[src/rtl/ones_pattern_gen_if.sv]
// Handshake and result bundle for the ones pattern generator.
// master drives the request side; slave is the generator itself.
interface ones_pattern_gen_if #(
  parameter int data_width  = 4,
  parameter int count_width = 3
);
  logic                   start;
  logic [count_width-1:0] bit_count;
  logic                   msb_first;
  logic [data_width-1:0]  data;
  logic                   busy;
  logic                   done;
  logic                   overflow;

  modport master (
    output start, bit_count, msb_first,
    input  data, busy, done, overflow
  );

  modport slave (
    input  start, bit_count, msb_first,
    output data, busy, done, overflow
  );
endinterface

[src/rtl/ones_pattern_gen.sv]
// Builds a word of k contiguous ones, one bit per clock, anchored at the LSB or MSB.
// state | meaning
// IDLE  | waiting for start; data/overflow hold the last result
// SHIFT | shifting in ones until the remaining count reaches zero
module ones_pattern_gen #(
  parameter int data_width  = 4,
  parameter int count_width = 3
) (
  input logic               clk,
  input logic               reset,
  ones_pattern_gen_if.slave bus
);

  localparam logic [count_width-1:0] WIDTH_C = count_width'(data_width);

  typedef enum logic {
    IDLE  = 1'b0,
    SHIFT = 1'b1
  } state_t;

  state_t                 state;
  logic [data_width-1:0]  temp;
  logic [count_width-1:0] rem;
  logic                   ovf;
  logic                   msb_mode;
  logic [data_width-1:0]  data_q;
  logic                   busy_q;
  logic                   done_q;
  logic                   overflow_q;

  always_ff @(posedge clk or negedge reset) begin
    if (!reset) begin
      state      <= IDLE;
      temp       <= '0;
      rem        <= '0;
      ovf        <= 1'b0;
      msb_mode   <= 1'b0;
      data_q     <= '0;
      busy_q     <= 1'b0;
      done_q     <= 1'b0;
      overflow_q <= 1'b0;
    end else begin
      done_q <= 1'b0;
      case (state)
        IDLE: begin
          if (bus.start) begin
            temp     <= '0;
            // Oversized requests saturate to a full word and flag overflow.
            rem      <= (bus.bit_count > WIDTH_C) ? WIDTH_C : bus.bit_count;
            ovf      <= (bus.bit_count > WIDTH_C);
            msb_mode <= bus.msb_first;
            busy_q   <= 1'b1;
            state    <= SHIFT;
          end
        end
        SHIFT: begin
          if (rem != '0) begin
            if (msb_mode)
              temp <= {1'b1, temp[data_width-1:1]};
            else
              temp <= {temp[data_width-2:0], 1'b1};
            rem <= rem - count_width'(1);
          end else begin
            data_q     <= temp;
            overflow_q <= ovf;
            done_q     <= 1'b1;
            busy_q     <= 1'b0;
            state      <= IDLE;
          end
        end
        default: state <= IDLE;
      endcase
    end
  end

  assign bus.data     = data_q;
  assign bus.busy     = busy_q;
  assign bus.done     = done_q;
  assign bus.overflow = overflow_q;

endmodule

[src/flat_wrapper.sv]
// flat-port wrapper written by rule: the top's interface ports become plain ports
module ones_pattern_gen_flat 
#(
  parameter int data_width  = 4,
  parameter int count_width = 3
)
  (clk, reset, bus_start, bus_bit_count, bus_msb_first, bus_data, bus_busy, bus_done, bus_overflow);
  ones_pattern_gen_if #(.data_width(data_width), .count_width(count_width)) bus_i ();
  input logic clk;
  input logic reset;
  input wire logic [$bits(bus_i.start)-1:0] bus_start;
  input wire logic [$bits(bus_i.bit_count)-1:0] bus_bit_count;
  input wire logic [$bits(bus_i.msb_first)-1:0] bus_msb_first;
  output wire logic [$bits(bus_i.data)-1:0] bus_data;
  output wire logic [$bits(bus_i.busy)-1:0] bus_busy;
  output wire logic [$bits(bus_i.done)-1:0] bus_done;
  output wire logic [$bits(bus_i.overflow)-1:0] bus_overflow;
  assign bus_i.start = bus_start;
  assign bus_i.bit_count = bus_bit_count;
  assign bus_i.msb_first = bus_msb_first;
  assign bus_data = bus_i.data;
  assign bus_busy = bus_i.busy;
  assign bus_done = bus_i.done;
  assign bus_overflow = bus_i.overflow;
  ones_pattern_gen #(.data_width(data_width), .count_width(count_width)) u_core (.clk(clk), .reset(reset), .bus(bus_i));
endmodule
[config.mk]
export PLATFORM = sky130hd
export DESIGN_NAME = ones_pattern_gen_flat
export DESIGN_NICKNAME = d
export VERILOG_FILES = /design/src/rtl/ones_pattern_gen_if.sv /design/src/rtl/ones_pattern_gen.sv /design/src/flat_wrapper.sv
export SDC_FILE = /design/constraint.sdc
export NUM_CORES = 1
export LEC_CHECK = 0
export ABC_AREA = 0
export CAP_MARGIN = 20
export CORE_MARGIN = 5
export CORE_UTILIZATION = 35
export DETAILED_ROUTE_END_ITERATION = 16
export PLACE_DENSITY_LB_ADDON = 0.25
export SYNTH_ARGS = -nofsm -noshare
export SYNTH_HDL_FRONTEND = slang
export SYNTH_SLANG_ARGS = --single-unit
[constraint.sdc]
create_clock -name clk -period 1.6 [get_ports clk]
set_input_delay 0.16 -clock clk [delete_from_list [all_inputs] [get_ports clk]]
set_output_delay 0.16 -clock clk [all_outputs]
set_load 0.005 [all_outputs]
After elaboration in Yosys (flattened, before gate mapping)

Index checks and enable logic that the tools add are counted.

Register bits: 17
Output and inout bits: 7
Word-level logic and storage cells: 37

$add $sub $neg: 1
$lt $le $gt $ge: 1
Equal/unequal tests: 3
Multiplexer cells: 16
Bitwise logic cells: 2
Reduce and logical (&&, ||, !) cells: 5

Operators by type and width:

| cell                                                  | count |
|---|---|
| 2-to-1 mux 4 bit                                      | 3 |
| 2-to-1 mux 3 bit                                      | 3 |
| one-hot mux 4 bit (2 select lines)                    | 1 |
| AND reduction 2 bit                                   | 4 |
| 2-to-1 mux 1 bit                                      | 6 |
| != test 2 bit (second input constant)                 | 3 |
| one-hot mux 3 bit (2 select lines)                    | 1 |
| one-hot mux 1 bit (2 select lines)                    | 2 |
| greater-than comparator 3 bit (second input constant) | 1 |
| nonzero test 3 bit                                    | 1 |
| subtractor 3 x 1 -> 3 bit (second input constant)     | 1 |
| NOT 1 bit                                             | 2 |

Longest topological paths before layout

Gate-level depths: netlist (run 1).

Word-level depth: 4
Mapped depth: 5
Depth with buffers taken out: 5

Worst setup path after synthesis (run 1)

Ideal clock, no wire load.

Path type: flip-flop to flip-flop
From: reg u_core.rem[0]
To: reg u_core.rem[1]
Arrival time: 1129 ps
Data required time: 1475 ps
Setup slack: 346 ps
Stages on the path, launching flop included: 6
Period minus slack after synthesis: 1254 ps
Path through: dfrtp_1 inv_1 ha_1 nand2b_1 mux2i_1 mux2_2

Cells in the longest elaborated chain, start to end: 3

RTL lines:

| element                                                                   | line                                           | source |
|---|---|---|
| start: declaration                                                        | ones_pattern_gen.sv:23                         | `logic [count_width-1:0] rem;` |
| start signal: assignment                                                  | ones_pattern_gen.sv:49                         | `rem <= (bus.bit_count > WIDTH_C) ? WIDTH_C : bus.bit_count;` |
| start signal: assignment                                                  | ones_pattern_gen.sv:62                         | `rem <= rem - count_width'(1);` |
| subtractor 3 x 1 -> 3 bit or nonzero test 3 bit (tied branches)           | ones_pattern_gen.sv:62, ones_pattern_gen.sv:57 |  |
| 2-to-1 mux 3 bit or != test 2 bit (tied branches)                         | --                                             |  |
| one-hot mux 3 bit (2 select lines) or AND reduction 2 bit (tied branches) | --                                             |  |

Parallel ways exist; a longest one is shown, timed or not. The select of a mux whose other input is x is not followed.
A chain may end at the register's enable or synchronous reset.

Worst setup path after layout (run 1)

From: reg u_core.rem[0]
To: reg u_core.data_q[0], in the netlist u_core.bus.data[0]

Cells in the longest elaborated chain, start to end: 3

RTL lines:

| element                       | line                   | source |
|---|---|---|
| nonzero test 3 bit            | ones_pattern_gen.sv:57 | `if (rem != '0) begin` |
| NOT 1 bit (no line)           | --                     |  |
| AND reduction 2 bit (no line) | --                     |  |
| end signal: assignment        | ones_pattern_gen.sv:64 | `data_q <= temp;` |
| end: declaration              | ones_pattern_gen.sv:26 | `logic [data_width-1:0] data_q;` |

Every way passes these cells.

==> summary.txt, run 1 <==
Run status
  – Result of the run: finished, final reports clean

CTS
  – Clock slew at reported path FFs: 0.10 ns
  – Root buffer cell: clkbuf_4
  – CTS tree: done
  – Total clock sinks: 17
  – CTS Buf Count: 3
  – CTS Hold Buffers Added: 0
  – Worst-skew pair later-pin latency: 0.28 ns
  – Post-CTS Setup Inserts: 0
  – H-tree levels: 1
  – Post_cts resized: 0
  – Clk buf depth: 2

Drt
  – # DRC: 0
  – WL/cell: 11.7 µm
  – Final ANT Viol Nets: 0
  – DR pass1 iterations: 2
  – Final WL: 1300 µm
  – DRT iter0 DRCs: 6
  – Vias per cell: 4.62
  – DR vias: 513

STA
  – Final Cycle Share: 87.0%
  – Hold Fails Final Rpt: 0
  – # setup viols final: 0
  – Worst-Margin Slew: 0.316 ns
  – Final setup skew: 0.00674 ns
  – Fin crit period: 1.39 ns
  – RSZ-0062 raised after global routing: false
  – Highest clock rate: 718 MHz
  – Slew Viols, Final: 0
  – Hold Slack: 0.190 ns
  – Relative max-transition margin: 79.0%
  – Total negative slack: 0 ns

Setup path
  – Worst-path fanout max: 7
  – Reg2Reg Depth: 4
  – WP data required: 1.77 ns
  – Crit Path Class: reg2reg
  – Worst Setup Start Kind: flop
  – FF-to-FF End: u_core.bus.data[0]
  – R2R Path Start: u_core.rem[0]
  – Setup slack, reg-to-reg: 0.21 ns
  – CP Capture Type: flop
  – WP data arrival: 1.56 ns

GRT
  – Vias in the first global route: 525
  – Initial antenna violation count: 0
  – Total gr overflow: 0
  – Pin count of the biggest net entering global routing: 18
  – GR Util All Layers: 9.02%
  – First-pass GRT wire length: 2340 µm

Power
  – Part of the power in the clock network: 12.5%
  – Reg power frac: 43.8%
  – Sw Share: 32.6%
  – Worst IR Drop VDD: 0.786 mV
  – Total power: 1.76 mW
  – Combinational fraction of design power: 43.8%
  – Pint: 1.18 mW
  – NetSw: 0.572 mW
  – Pwr Density: 1800 nW/µm²
  – Leak pwr: 0.463 nW

Synthesis
  – Mapped Nets: 76
  – Post-synth EDFFs: 0
  – Asr flop ratio synth: 100%
  – Distinct cells, synth: 21
  – Post-Syn Area: 797 µm²
  – Synth Flop Type: dfrtp_1
  – Number of synthesized register bits: 17
  – Synth warn: 0
  – Synth Instances: 67
  – Seq/Total Area, Yosys: 53.4%
  – Synth Area per Inst: 11.9 µm²

Place
  – Placed cell count: 107
  – Port-buffer cells: 13
  – Dpl hpwl: 982 µm
  – Routability congestion estimate: 0.697
  – Placed Area: 947 µm²

Cells and area
  – Most frequent cells in the layout: dfrtp_1, clkdlybuf4s50_1, nand2_1
  – Commonest non-fill, non-tap cell in the layout: dfrtp_1
  – Layout cells sized above 1: 16.9%
  – P&R area growth vs syn: 22.1%
  – Nets: 93
  – Antenna cell count: 0
  – Fill count: 220
  – Non-filler cells, final: 111
  – Final instance area: 973 µm²

Floorplan
  – Initial Util: 36.4%
  – Die Ht: 57.7 µm
  – Row cnt: 17
  – IO Count: 14
  – Floorplan Core Area: 2190 µm²
  – Chip Width: 57.7 µm
  – Die area: 3330 µm²

Run
  – Max-Cap Viols: 0

Hold path
  – Min-Delay Path Class: in2async
-- critical path, cell delays in order (launching register included) --
cell      delay [ns]
dfrtp_1         0.40
inv_1           0.08
ha_1            0.23
nand3b_2        0.20
mux2_2          0.36
-- cell type report --
cell class / count / area, µm² / share of cell area, %
Sequential cell: 17 / 425 / 43.7
Inverter: 5 / 18.8 / 1.93
Timing Repair Buffer: 14 / 138 / 14.1
Multi-Input combinational cell: 43 / 330 / 33.9
Clock buffer: 4 / 26.3 / 2.70
Tap cell: 28 / 35.0 / 3.60
-- flip-flops by register name, indices dropped and copies added, names as in the netlist --
name	flops
u_core.bus.busy	1
u_core.bus.data	4
u_core.bus.done	1
u_core.bus.overflow	1
u_core.msb_mode	1
u_core.ovf	1
u_core.rem	3
u_core.state	1
u_core.temp	4
-- Yosys cell counts, types with 2 or more instances --
master | number | area share (%)
nand2_1 | 10 | 4.7
dfrtp_1 | 17 | 53
mux2_2 | 7 | 9.9
mux2i_1 | 8 | 10
buf_6 | 2 | 2.8
inv_1 | 4 | 1.9
ha_1 | 2 | 3.1
o21ai_0 | 2 | 1.3
nor2_1 | 3 | 1.4
-- kinds of logic after synthesis --
family | share of synthesized area (%)
muxes | 19.9
AOI/OAI and AO/OA | 4.87
DFF | 53.4
xor gates and xnor gates | 1.10
buffers and inverters | 5.18
and+or+nand+nor | 12.4
adders and majority gates | 3.14
-- worst max-delay path by stage --
stage               slack [ns]  depth (start not counted)            endpoint          start
floorplan                 0.35                          5       u_core.rem[1]  u_core.rem[0]
global placement          0.22                          4  u_core.bus.data[0]  u_core.rem[0]
detailed placement        0.19                          4       u_core.rem[2]      bus_start
CTS                       0.20                          4  u_core.bus.data[0]  u_core.rem[0]
global route              0.07                          5      u_core.temp[1]  u_core.rem[0]
finish                    0.21                          4  u_core.bus.data[0]  u_core.rem[0]
-- through the flow --
stage	worst slack, ns	utilization, %
2_1_floorplan	0.346	-
3_3_place_gp	0.223	43.2
3_5_place_dp	0.191	43.2
4_1_cts	0.196	44.4
5_1_grt	0.0731	44.4
6_report	0.208	44.4
-- power groups by stage --
stage / registers [mW] / logic, mW / clock network [mW]
floorplan: 0.737 / 0.566 / 0
global placement: 0.770 / 0.767 / 0
detailed placement: 0.775 / 0.782 / 0
CTS: 0.767 / 0.785 / 0.231
global route: 0.793 / 0.856 / 0.256
finish: 0.768 / 0.768 / 0.219
-- layer usage --
| layer | up-vias | routed length, µm | GRT usage [%] |
|---|---|---|---|
| met5 | - | 0 | 0 |
| met4 | 0 | 16 | 3.97 |
| met3 | 2 | 59 | 2.67 |
| met2 | 7 | 573 | 14.0 |
| met1 | 243 | 649 | 11.5 |
| li1 | 261 | - | - |
(Power assumes the default switching activity.)
==> run 2: changes to the inputs <==
CORE_MARGIN = unset   (was 5)
GPL_ROUTABILITY_DRIVEN = 1   (was unset)
TNS_END_PERCENT = 10   (was unset)
==> summary.txt, run 2 (same netlist as run 1, synthesis figures left out) <==
Power
  – Leak pwr: 0.465 nW (+0.59%)
  – Reg power frac: 43.6% (-0.2 points)
  – Pint: 1.18 mW (-0.32%)
  – Part of the power in the clock network: 12.6% (about the same)
  – Pwr Density: 1810 nW/µm² (+0.39%)
  – NetSw: 0.583 mW (+1.8%)
  – Combinational fraction of design power: 43.8% (about the same)
  – Sw Share: 33.1% (+0.47 points)
  – Worst IR Drop VDD: 0.822 mV (+4.6%)

Run status
  – Result of the run: finished, final reports clean

Floorplan
  – Initial Util: 39.0% (+2.7 points)
  – Die Ht: 49.7 µm (-14%)
  – Row cnt: 16 (-1)
  – IO Count: 14 (unchanged)
  – Floorplan Core Area: 2040 µm² (-6.8%)
  – Chip Width: 49.7 µm (-14%)
  – Die area: 2470 µm² (-26%)

Cells and area
  – Antenna cell count: 0 (unchanged)
  – Commonest non-fill, non-tap cell in the layout: dfrtp_1
  – Most frequent cells in the layout: dfrtp_1, clkdlybuf4s50_1, nand2_1
  – Nets: 93 (unchanged)
  – Layout cells sized above 1: 18.1% (+1.2 points)
  – P&R area growth vs syn: 22.1% (unchanged)
  – Post-layout util: 47.7% (+3.2 points)

CTS
  – Total clock sinks: 17 (unchanged)
  – Post_cts resized: 0 (unchanged)
  – Clk buf depth: 2 (unchanged)
  – CTS Buf Count: 3 (unchanged)
  – CTS tree: done
  – Clock slew at reported path FFs: 0.10 ns (about the same)
  – H-tree levels: 1 (unchanged)
  – Root buffer cell: clkbuf_4
  – Worst-skew pair later-pin latency: 0.29 ns (about the same)
  – CTS Hold Buffers Added: 0 (unchanged)
  – Post-CTS Setup Inserts: 0 (unchanged)

Drt
  – Final WL: 1290 µm (-0.92%)
  – Vias per cell: 4.71 (+1.9%)
  – Final ANT Viol Nets: 0 (unchanged)
  – DR vias: 518 (+0.97%)
  – DRT iter0 DRCs: 9 (+3)
  – # DRC: 0 (unchanged)
  – WL/cell: 11.7 µm (about the same)
  – DR pass1 iterations: 4 (+2)

STA
  – RSZ-0062 raised after global routing: false
  – Hold Fails Final Rpt: 0 (unchanged)
  – Slew Viols, Final: 0 (unchanged)
  – Final Cycle Share: 86.2% (-0.79 points)
  – Relative max-transition margin: 77.1% (-1.8 points)
  – Fin crit period: 1.38 ns (-0.0127 ns)
  – Final setup skew: 0.00401 ns (-0.00274 ns)
  – Total negative slack: 0 ns (unchanged)
  – Worst-Margin Slew: 0.343 ns (+0.0271 ns)
  – # setup viols final: 0 (unchanged)
  – Highest clock rate: 725 MHz (+0.92%)

GRT
  – Pin count of the biggest net entering global routing: 18 (unchanged)
  – First-pass GRT wire length: 2130 µm (-9.1%)
  – GR Util All Layers: 11.7% (+2.7 points)
  – Initial antenna violation count: 0 (unchanged)
  – Total gr overflow: 0 (unchanged)
  – Vias in the first global route: 450 (-14%)

Setup path
  – Worst-path fanout max: 4 (-3)
  – Reg2Reg Depth: 5 (+1)
  – R2R Path Start: u_core.rem[0]
  – Crit Path Class: reg2reg
  – WP data arrival: 1.58 ns (+0.02 ns)
  – WP data required: 1.81 ns (+0.04 ns)
  – Slowest-stage cell, CP: dfrtp_1
  – Worst Setup Start Kind: flop
  – CP Capture Type: flop
  – Worst path max stage delay: 0.41 ns (about the same)
  – FF-to-FF End: u_core.temp[3]
  – CP Cell Sequence: inv_1 > ha_1 > nand2b_1 > nand2_1 > mux2i_1
  – Setup slack, reg-to-reg: 0.22 ns (about the same)

Hold path
  – Min-Delay Path Class: in2async

Place
  – Routability congestion estimate: 0.726 (+4.2%)
  – Port-buffer cells: 13 (unchanged)
  – Dpl hpwl: 920 µm (-6.3%)

Run
  – Max-Cap Viols: 0 (unchanged)
[run 2: cell count changes in the layout (fill, tap and decap cells not counted)]
cell	change
clkbuf_1	-1
clkinv_2	+1
[run 2: stage by stage]
step / hold slack [ns] / power (mW) / instance area [µm²] / instances / setup WS, ns
after floorplan: -0.136 / 1.30 / 797 / 67 / 0.346
after global placement: 0.474 / 1.53 / 946 / 106 / 0.248
after detailed placement: 0.469 / 1.56 / 946 / 106 / 0.197
after CTS: 0.194 / 1.79 / 973 / 110 / 0.193
after global routing: 0.199 / 1.90 / 973 / 110 / 0.0771
final: 0.189 / 1.76 / 973 / 110 / 0.220
[run 2: power groups by stage]
stage	logic (mW)	clock network (mW)	registers, mW
floorplan	0.566	0	0.737
global placement	0.762	0	0.769
detailed placement	0.783	0	0.776
CTS	0.784	0.233	0.770
global route	0.856	0.252	0.793
finish	0.771	0.223	0.768
[run 2: how the worst max path moves through the flow]
stage / startpoint / to / depth (start not counted)
finish: u_core.rem[0] / u_core.temp[3] / 5
global route: u_core.rem[0] / u_core.temp[3] / 5
CTS: u_core.rem[0] / u_core.temp[3] / 5
detailed placement: bus_start / u_core.rem[2] / 4
global placement: bus_start / u_core.rem[2] / 4
floorplan: u_core.rem[0] / u_core.rem[1] / 5
[run 2: layout make-up]
type | instances | area, µm²
fillers | 205 | 1070
flip-flops and latches | 17 | 425
multi-input cells | 43 | 330
repair buffers | 14 | 138
well taps | 27 | 33.8
clock buffers | 3 | 22.5
inverters | 5 | 18.8
clock inverters | 1 | 5.00
[run 2: critical path: cells and delay by family (launching register included)]
kind,cells,cell delay [ns]
muxes,1,0.24
DFF,1,0.41
buffers and inverters,1,0.09
and+or+nand+nor,2,0.36
adders and majority gates,1,0.20
[run 2: routing by layer]
| metal | global-route usage (%) | share of wire [%] | vias to the layer above | routed length [µm] |
|---|---|---|---|---|
| met4 | 4.29 | 1.1 | 0 | 14 |
| met3 | 4.63 | 4.6 | 2 | 59 |
| met5 | 0 | 0 | - | 0 |
| met1 | 15.1 | 50 | 246 | 640 |
| li1 | - | - | 260 | - |
| met2 | 17.6 | 44 | 10 | 571 |
